## config.mk

```make
export PLATFORM = sky130hd
export DESIGN_NAME = pc_sequencer
export DESIGN_NICKNAME = d
export VERILOG_FILES = /design/src/rtl/cpu_pkg.sv /design/src/rtl/next_pc_calc.sv /design/src/rtl/pc_sequencer.sv
export SDC_FILE = /design/constraint.sdc
export NUM_CORES = 1
export LEC_CHECK = 0
export CORE_AREA = 5 5 180 182
export CTS_CLUSTER_SIZE = 25
export DETAILED_ROUTE_END_ITERATION = 8
export DIE_AREA = 0 0 185 187
export MAX_ROUTING_LAYER = met4
export PLACE_DENSITY = 0.56
export SETUP_SLACK_MARGIN = 0.15
export SLEW_MARGIN = 20
export SYNTH_ARGS = -nofsm -noshare
export SYNTH_HDL_FRONTEND = slang
export SYNTH_HIERARCHICAL = 1
export SYNTH_SLANG_ARGS = --single-unit
export TNS_END_PERCENT = 30
```

## constraint.sdc

```tcl
create_clock -name clk -period 11.7 [get_ports clk]
set_input_delay 1.755 -clock clk [delete_from_list [all_inputs] [get_ports clk]]
set_output_delay 1.755 -clock clk [all_outputs]
set_load 0.1 [all_outputs]
```

## src/rtl/cpu_pkg.sv

```systemverilog
// cpu_pkg: shared types and constants for the CPU sequencer slice.
//   state_e      - sequencer FSM state encoding (3 bits, visible on debug port)
//   PCS_*        - next-PC select encodings driven by the Control decoder
//   DEF_*        - default reset PC and interrupt vector
package cpu_pkg;

  typedef enum logic [2:0] {
    ST_IDLE  = 3'd0,
    ST_FETCH = 3'd1,
    ST_EXEC  = 3'd2,
    ST_MEM   = 3'd3,
    ST_INT   = 3'd4
  } state_e;

  localparam logic [1:0] PCS_INC = 2'd0;  // pc + 1
  localparam logic [1:0] PCS_REL = 2'd1;  // pc + 1 + sext(imm22)
  localparam logic [1:0] PCS_ABS = 2'd2;  // jump_target
  localparam logic [1:0] PCS_BRZ = 2'd3;  // relative if Z, else pc + 1

  localparam logic [31:0] DEF_RESET_PC   = 32'h0000_0000;
  localparam logic [31:0] DEF_INT_VECTOR = 32'h0000_0100;

endpackage

```

## src/rtl/next_pc_calc.sv

```systemverilog
// next_pc_calc: combinational next-PC mux/adder.
//   i_pc          current PC
//   i_imm         ir[21:0], signed word offset relative to pc+1
//   i_jump_target absolute target
//   i_zero_flag   ALU Z flag, selects taken/not-taken for PCS_BRZ
//   i_pc_selector PCS_* encoding
//   o_next_pc     selected next PC (mod 2^32, wrap is silent)
module next_pc_calc
  import cpu_pkg::*;
(
  input  logic [31:0] i_pc,
  input  logic [21:0] i_imm,
  input  logic [31:0] i_jump_target,
  input  logic        i_zero_flag,
  input  logic [1:0]  i_pc_selector,
  output logic [31:0] o_next_pc
);

  logic [31:0] w_pc_inc;
  logic [31:0] w_pc_rel;

  assign w_pc_inc = i_pc + 32'd1;
  assign w_pc_rel = w_pc_inc + {{10{i_imm[21]}}, i_imm};

  always_comb begin
    o_next_pc = w_pc_inc;
    case (i_pc_selector)
      PCS_INC: o_next_pc = w_pc_inc;
      PCS_REL: o_next_pc = w_pc_rel;
      PCS_ABS: o_next_pc = i_jump_target;
      PCS_BRZ: o_next_pc = i_zero_flag ? w_pc_rel : w_pc_inc;
      default: o_next_pc = w_pc_inc;
    endcase
  end

endmodule

```

## src/rtl/pc_sequencer.sv

```systemverilog
// pc_sequencer: multi-cycle instruction sequencer. Owns PC, IR, interrupt
// enable and EPC; steps FETCH -> EXEC -> (MEM) -> (INT) and gates all
// architectural writes through the single-cycle `commit` strobe.
//   clk, rst              clock / async active-low reset
//   instr_ready, ir_in    instruction port handshake and data
//   pc_selector, jump_target, zero_flag, data_access, ion, iof
//                         Control inputs, only looked at in EXEC/MEM
//   data_ready            data memory access complete
//   irq                   level interrupt request, sampled at commit
//   pc, ir, epc, int_enable  architectural state (registered)
//   fetch_req, commit, int_ack  combinational strobes
//   state                 FSM state for debug
module pc_sequencer
  import cpu_pkg::*;
#(
  parameter logic [31:0] RESET_PC   = DEF_RESET_PC,
  parameter logic [31:0] INT_VECTOR = DEF_INT_VECTOR
) (
  input  logic        clk,
  input  logic        rst,
  input  logic        instr_ready,
  input  logic [31:0] ir_in,
  input  logic [1:0]  pc_selector,
  input  logic [31:0] jump_target,
  input  logic        zero_flag,
  input  logic        data_access,
  input  logic        data_ready,
  input  logic        ion,
  input  logic        iof,
  input  logic        irq,
  output logic [31:0] pc,
  output logic [31:0] ir,
  output logic        fetch_req,
  output logic        commit,
  output logic        int_enable,
  output logic        int_ack,
  output logic [31:0] epc,
  output logic [2:0]  state
);

  state_e      r_state;
  state_e      w_state_nxt;
  logic [31:0] r_pc;
  logic [31:0] r_ir;
  logic [31:0] r_epc;
  logic        r_int_en;
  logic [31:0] w_next_pc;
  logic        w_take_int;

  next_pc_calc u_next_pc (
    .i_pc          (r_pc),
    .i_imm         (r_ir[21:0]),
    .i_jump_target (jump_target),
    .i_zero_flag   (zero_flag),
    .i_pc_selector (pc_selector),
    .o_next_pc     (w_next_pc)
  );

  // Pre-commit enable is used so an ION instruction cannot be interrupted
  // on its own commit (one-instruction shadow).
  assign w_take_int = irq & r_int_en;

  // State register
  always_ff @(posedge clk or negedge rst) begin
    if (!rst) r_state <= ST_IDLE;
    else      r_state <= w_state_nxt;
  end

  // Next-state logic
  always_comb begin
    w_state_nxt = r_state;
    case (r_state)
      ST_IDLE:  w_state_nxt = ST_FETCH;
      ST_FETCH: w_state_nxt = instr_ready ? ST_EXEC : ST_FETCH;
      ST_EXEC: begin
        if (data_access)     w_state_nxt = ST_MEM;
        else if (w_take_int) w_state_nxt = ST_INT;
        else                 w_state_nxt = ST_FETCH;
      end
      ST_MEM: begin
        if (!data_ready)     w_state_nxt = ST_MEM;
        else if (w_take_int) w_state_nxt = ST_INT;
        else                 w_state_nxt = ST_FETCH;
      end
      ST_INT:   w_state_nxt = ST_FETCH;
      default:  w_state_nxt = ST_IDLE;
    endcase
  end

  // Output strobes
  always_comb begin
    fetch_req = 1'b0;
    commit    = 1'b0;
    int_ack   = 1'b0;
    case (r_state)
      ST_FETCH: fetch_req = 1'b1;
      ST_EXEC:  commit    = ~data_access;
      ST_MEM:   commit    = data_ready;
      ST_INT:   int_ack   = 1'b1;
      default:  ;
    endcase
  end

  // Architectural state
  always_ff @(posedge clk or negedge rst) begin
    if (!rst) begin
      r_pc     <= RESET_PC;
      r_ir     <= '0;
      r_epc    <= '0;
      r_int_en <= 1'b0;
    end else begin
      if (r_state == ST_FETCH && instr_ready) r_ir <= ir_in;
      if (commit) begin
        r_pc <= w_next_pc;
        // iof has priority over ion
        if (iof)      r_int_en <= 1'b0;
        else if (ion) r_int_en <= 1'b1;
      end
      if (r_state == ST_INT) begin
        r_epc    <= r_pc;
        r_pc     <= INT_VECTOR;
        r_int_en <= 1'b0;
      end
    end
  end

  assign pc         = r_pc;
  assign ir         = r_ir;
  assign epc        = r_epc;
  assign int_enable = r_int_en;
  assign state      = r_state;

endmodule

```

==> flow_summary.yaml, run 1 <==
outcome:
  status: "finished, final reports clean"
yosys:
  synth_area_leaders: "dfrtp_1 33%, nand2_1 9.0%, ha_1 6.8%, mux2_4 6.0%, o21ai_2 3.7%"
  synthTopCellsByCount: "182 x nand2_1, 100 x dfrtp_1, 48 x o21ai_0"
  synth.most_common_cell: "nand2_1"
  syn_inst: 840
  syn_avg_cell_area_um2: 8.995
  synth_edf_count: 0
  ys.warnings.count: 6
  async_reset_ff_share_pct: 100.0
  ys_seq_elements: 100
  yosysTopAreaCellShare_pct: 33.12
  synth-seq-area-share_pct: 33.12
  synthDistinctLibCells: 71
  yosysTopAreaCell: "dfrtp_1"
  synth_area_um2: 7556
  dominantRegCellSynth: "dfrtp_1"
  synth_nets: 957
cts:
  cts_hold_buf: 0
  cts_num_sinks: 100
  clkTransAtPathRegs_ps: 80
  post_cts.repair.setup_buffers: 0
  clockRootBuffer: "clkbuf_16"
  clock_latency_ps: 360
  clockBufferDepth: 2
  cts_resized: 0
  numCtsBuffers: 9
  ctsHtreeMaxLevel: 3
  cts_tree: "yes"
detailed_routing:
  drt_iter0_markers: 483
  viasPerCell: 4.780
  avgRoutedWirePerCell_um: 17.70
  via_count: 6640
  drc: 0
  routed_wl_um: 24590
  first_pass_iters: 5
  drtAntennaViolNets: 0
worst_setup_path:
  end_kind: "output pin"
  arrival_ps: 4610
  startpoint: "data_ready"
  regToRegSetupSlack_ps: 7060
  start_kind: "input pin"
  path_max_fanout: 35
  reg2reg_from: "pc[2]$_DFFE_PN0P_"
  crit_type: "in -> out"
  reg2reg_to: "pc[29]$_DFFE_PN0P_"
  required_ps: 9950
  crit_end: "commit"
  reg2reg_depth: 21
floorplanning:
  die_height_um: 187
  initial_core_util_pct: 24.83
  die_area_um2: 34600
  core_um2: 30430
  placementRows: 64
  pin_count: 178
  die_w_um: 185
grt:
  globalRouteMet2Util_pct: 20.70
  grt_util_all_layers_pct: 14.32
  antenna_found_initial: 0
  grt_first_pass_wirelength_um: 38080
  grtUsageMet1_pct: 20.96
  grt_start_max_net_pins: 82
  grt_pass1_vias: 6423
  met3_usage_pct: 2.178
  top_usage_layer: "met1"
  grt_overflow: 0
cells_and_area:
  n_antenna_cell: 0
  drive_above_1_share_pct: 11.58
  fin_nets: 1105
  area_growth_pct: 29.84
  final_cells: 1389
timing:
  tightest_slew_ps: 1042
  setup_viol: 0
  min_period_over_period_pct: 54.42
  slew_viol_final: 0
  fmax_mhz: 157.1
  tns_ps: 0
  slew_headroom_pct: 30.29
  layout_setup_ws_ps: 5333
  fin_crit_ps: 6367
  rsz0062_at_grt: "false"
  hold_ws_ps: 480.1
  hold_viol: 0
  clock_skew_ps: 10.95
placed_design:
  hpwlAfterDp_um: 18660
  post-place-ws_ps: 5307
  port-buffer-count: 177
  place_congestion: 0.8702
  dp.cells: 1373
run:
  maxCapViolations: 0
worst_hold_path:
  min_path_type: "reg -> reg"
[metrics by stage]
stage          area [µm²]  util (%)
3_3_place_gp         9490     31.19
5_1_grt              9811     32.24
4_1_cts              9807     32.23
2_1_floorplan        7556         -
6_report             9811     32.24
3_5_place_dp         9490     31.19
[cell families (layout without fill, tap and decap cells)]
logic type,Yosys count,in the layout,synth area share (%)
buffers and inverters,66,219,6.077
and+or+nand+nor,328,328,20.29
DFF,100,100,33.12
AOI/OAI and AO/OA,188,188,16.91
adders and majority gates,42,42,7.054
xor gates and xnor gates,54,54,6.259
muxes,62,62,10.30
[placed cells by master (no fill, tap or decap), types with 3 or more instances in the layout]
cell,instances
mux2i_1,26
nand2b_1,9
and2_1,3
xor2_1,22
and4_1,3
nand3_1,20
inv_1,16
xnor2_1,32
nand2_1,182
o221ai_1,4
clkbuf_16,9
buf_4,9
a21oi_1,32
o21ai_1,5
o21ai_0,48
o21bai_1,6
o211ai_1,13
clkdlybuf4s50_1,174
nor3_1,4
dfrtp_1,100
nor2_1,37
mux2_2,4
a31oi_1,6
nor2b_1,5
o21ai_2,32
mux2_4,30
a211oi_1,3
and3_1,10
o21a_1,4
ha_1,41
o22ai_1,5
nand4_1,38
a21o_1,11
[sequential cells by signal, summed over array words and instances, names as in the netlist]
name        count
pc             32
state           3
ir             32
int_enable      1
epc            32
[cell type report]
cell class | count | area (µm²)
clock buffer | 10 | 239.0
clock inverter | 6 | 77.57
fill | 3160 | 20620
timing repair buffer | 186 | 1831
sequential | 100 | 2502
multi-input combinational | 674 | 4597
tap | 396 | 495.5
inverter | 17 | 68.82
[worst min-delay path by stage]
stage                                    from  cells past startpoint             endpoint
after floorplan            epc[0]$_DFFE_PN0P_                      2   epc[0]$_DFFE_PN0P_
after global placement    epc[17]$_DFFE_PN0P_                      2  epc[17]$_DFFE_PN0P_
after detailed placement  epc[22]$_DFFE_PN0P_                      2  epc[22]$_DFFE_PN0P_
after CTS                  epc[8]$_DFFE_PN0P_                      2   epc[8]$_DFFE_PN0P_
after global routing       epc[8]$_DFFE_PN0P_                      2   epc[8]$_DFFE_PN0P_
final                      epc[8]$_DFFE_PN0P_                      2   epc[8]$_DFFE_PN0P_
[routing by layer]
layer  wire length [µm]  part of all wire, %
met3               1192                  4.8
met5                  0                    0
met2              10630                   43
met4                399                  1.6
met1              12370                   50
[worst max-delay path: stages]
cell and delay, ps:
clkdlybuf4s50_1 480, nand2b_1 100, buf_4 320, and3_4 650, clkdlybuf4s50_1 1270
Power of run 1 is left out: the tool's default activity adds up to more than one toggle a clock period on the data nets, which glitch-free logic cannot reach.
==> run 2, diff against run 1 <==
clock period = 6.3 ns   (was 11.7 ns; I/O delays follow)
==> run 2 against run 1 <==
Utilization fell by 0.14 points. Via count up 0.26%. Global-route usage up 0.58 points. First-iteration DRC count shrank 20%. Die area unchanged. Clock-buffer cell count unchanged. Critical path depth rose by 14. Largest cell class unchanged. Sequential share of layout area is 0.11 points higher. Cell count stayed put.
==> flow_summary.yaml, run 2 (same netlist as run 1, synthesis figures left out) <==
worst_setup_path:
  cp.depth: 19
  end_kind: "flip-flop"
  reg2reg_depth: 19
  cp_num_buf_inv: 0
  crit_end: "pc[31]$_DFFE_PN0P_"
  path_max_fanout: 8
  worstPathCellList: "and4_1 -> and3_2 -> nand4_2 -> nor2_1 -> nand3_1 -> xnor2_1 -> ha_1 -> a21oi_1 -> o21ai_0 -> a21oi_1 -> o21ai_0 -> a31oi_1 -> nand3_1 -> a31oi_1 -> xnor2_1 -> a21o_1 -> a31o_1 -> nand4_1 -> o21ai_2"
  crit_slowest_cell: "dfrtp_1"
  slowest_delay_ps: 490
  reg2reg_to: "pc[31]$_DFFE_PN0P_"
  startpoint: "pc[9]$_DFFE_PN0P_"
  required_ps: 6530
  reg2reg_from: "pc[9]$_DFFE_PN0P_"
  arrival_ps: 4560
  start_kind: "flip-flop"
  regToRegSetupSlack_ps: 1970
  crit_type: "reg -> reg"
  crit_family: "compound AO/OA/AOI/OAI gates"
timing:
  fmax_mhz: 231.2
  layout_setup_ws_ps: 1975
  hold_viol: 0
  min_period_over_period_pct: 68.66
  slew_headroom_pct: 28.45
  rsz0062_at_grt: "false"
  tns_ps: 0
  setup_viol: 0
  tightest_slew_ps: 1070
  slew_viol_final: 0
  fin_crit_ps: 4326
  clock_skew_ps: 12.91
cts:
  clockRootBuffer: "clkbuf_16"
  cts_num_sinks: 100
  ctsHtreeMaxLevel: 3
  numCtsBuffers: 9
  post_cts.repair.setup_buffers: 0
  cts_resized: 0
  clkTransAtPathRegs_ps: 80
  cts_hold_buf: 0
  clockBufferDepth: 2
  clock_latency_ps: 360
  cts_tree: "yes"
placed_design:
  hpwlAfterDp_um: 18720
  dp.cells: 1373
  place_congestion: 0.8810
  port-buffer-count: 177
  post-place-ws_ps: 2041
floorplanning:
  placementRows: 64
  die_w_um: 185
  initial_core_util_pct: 24.83
  pin_count: 178
  die_height_um: 187
  core_um2: 30430
  die_area_um2: 34600
cells_and_area:
  fill_cells: 3151
  fin_nets: 1105
  n_antenna_cell: 0
  drive_above_1_share_pct: 11.58
  utilization_pct: 32.10
  final_cells: 1389
  final_cell_mix: "182 x nand2_1, 173 x clkdlybuf4s50_1, 100 x dfrtp_1, 48 x o21ai_0, 41 x ha_1"
  area_growth_pct: 29.28
  mostFrequentLayoutCell: "nand2_1"
worst_hold_path:
  min_path_type: "in -> async"
grt:
  grtUsageMet1_pct: 21.59
  globalRouteMet2Util_pct: 21.61
  grt_overflow: 0
  met3_usage_pct: 2.509
  grt_first_pass_wirelength_um: 39390
  antenna_found_initial: 0
  grt_start_max_net_pins: 79
  top_usage_layer: "met2"
  grt_util_all_layers_pct: 14.90
  grt_pass1_vias: 6608
detailed_routing:
  avgRoutedWirePerCell_um: 18.33
  drtAntennaViolNets: 0
  drt_iter0_markers: 388
  drc: 0
  routed_wl_um: 25460
  first_pass_iters: 5
  viasPerCell: 4.793
  via_count: 6657
outcome:
  status: "finished, final reports clean"
run:
  maxCapViolations: 0
run 2: through the flow:
stage          hold WS [ps]  instance area [µm²]
5_1_grt               480.6                 9768
6_report              463.3                 9768
2_1_floorplan         649.4                 7556
3_3_place_gp          457.8                 9488
3_5_place_dp          462.0                 9488
4_1_cts               463.8                 9764
run 2: routing by layer:
| metal | routed length (µm) | vias up |
|---|---|---|
| met5 | 0 | - |
| met4 | 352 | 0 |
| met3 | 1214 | 19 |
| met2 | 11090 | 183 |
| met1 | 12800 | 3182 |
| li1 | - | 3273 |
run 2: how the worst min path moves through the flow:
stage                   startpoint             endpoint  slack (ps)  depth (start not counted)
5_1_grt                        rst   epc[1]$_DFFE_PN0P_         480                          1
4_1_cts                        rst  epc[15]$_DFFE_PN0P_         460                          1
6_report                       rst   epc[1]$_DFFE_PN0P_         460                          1
3_5_place_dp   epc[20]$_DFFE_PN0P_  epc[20]$_DFFE_PN0P_         460                          2
2_1_floorplan                  rst   epc[0]$_DFFE_PN0P_         650                          0
3_3_place_gp   epc[17]$_DFFE_PN0P_  epc[17]$_DFFE_PN0P_         460                          2
run 2: final cells by class:
cell class	instances	area [µm²]	area share, %
repair buffers	186	1828	18.71
well taps	396	495.5	5.072
multi-input cells	674	4597	47.06
clock inverters	6	47.55	0.4867
flip-flops and latches	100	2502	25.62
clock buffers	10	229.0	2.344
inverters	17	68.82	0.7045
Power of run 2 is left out for the same reason.
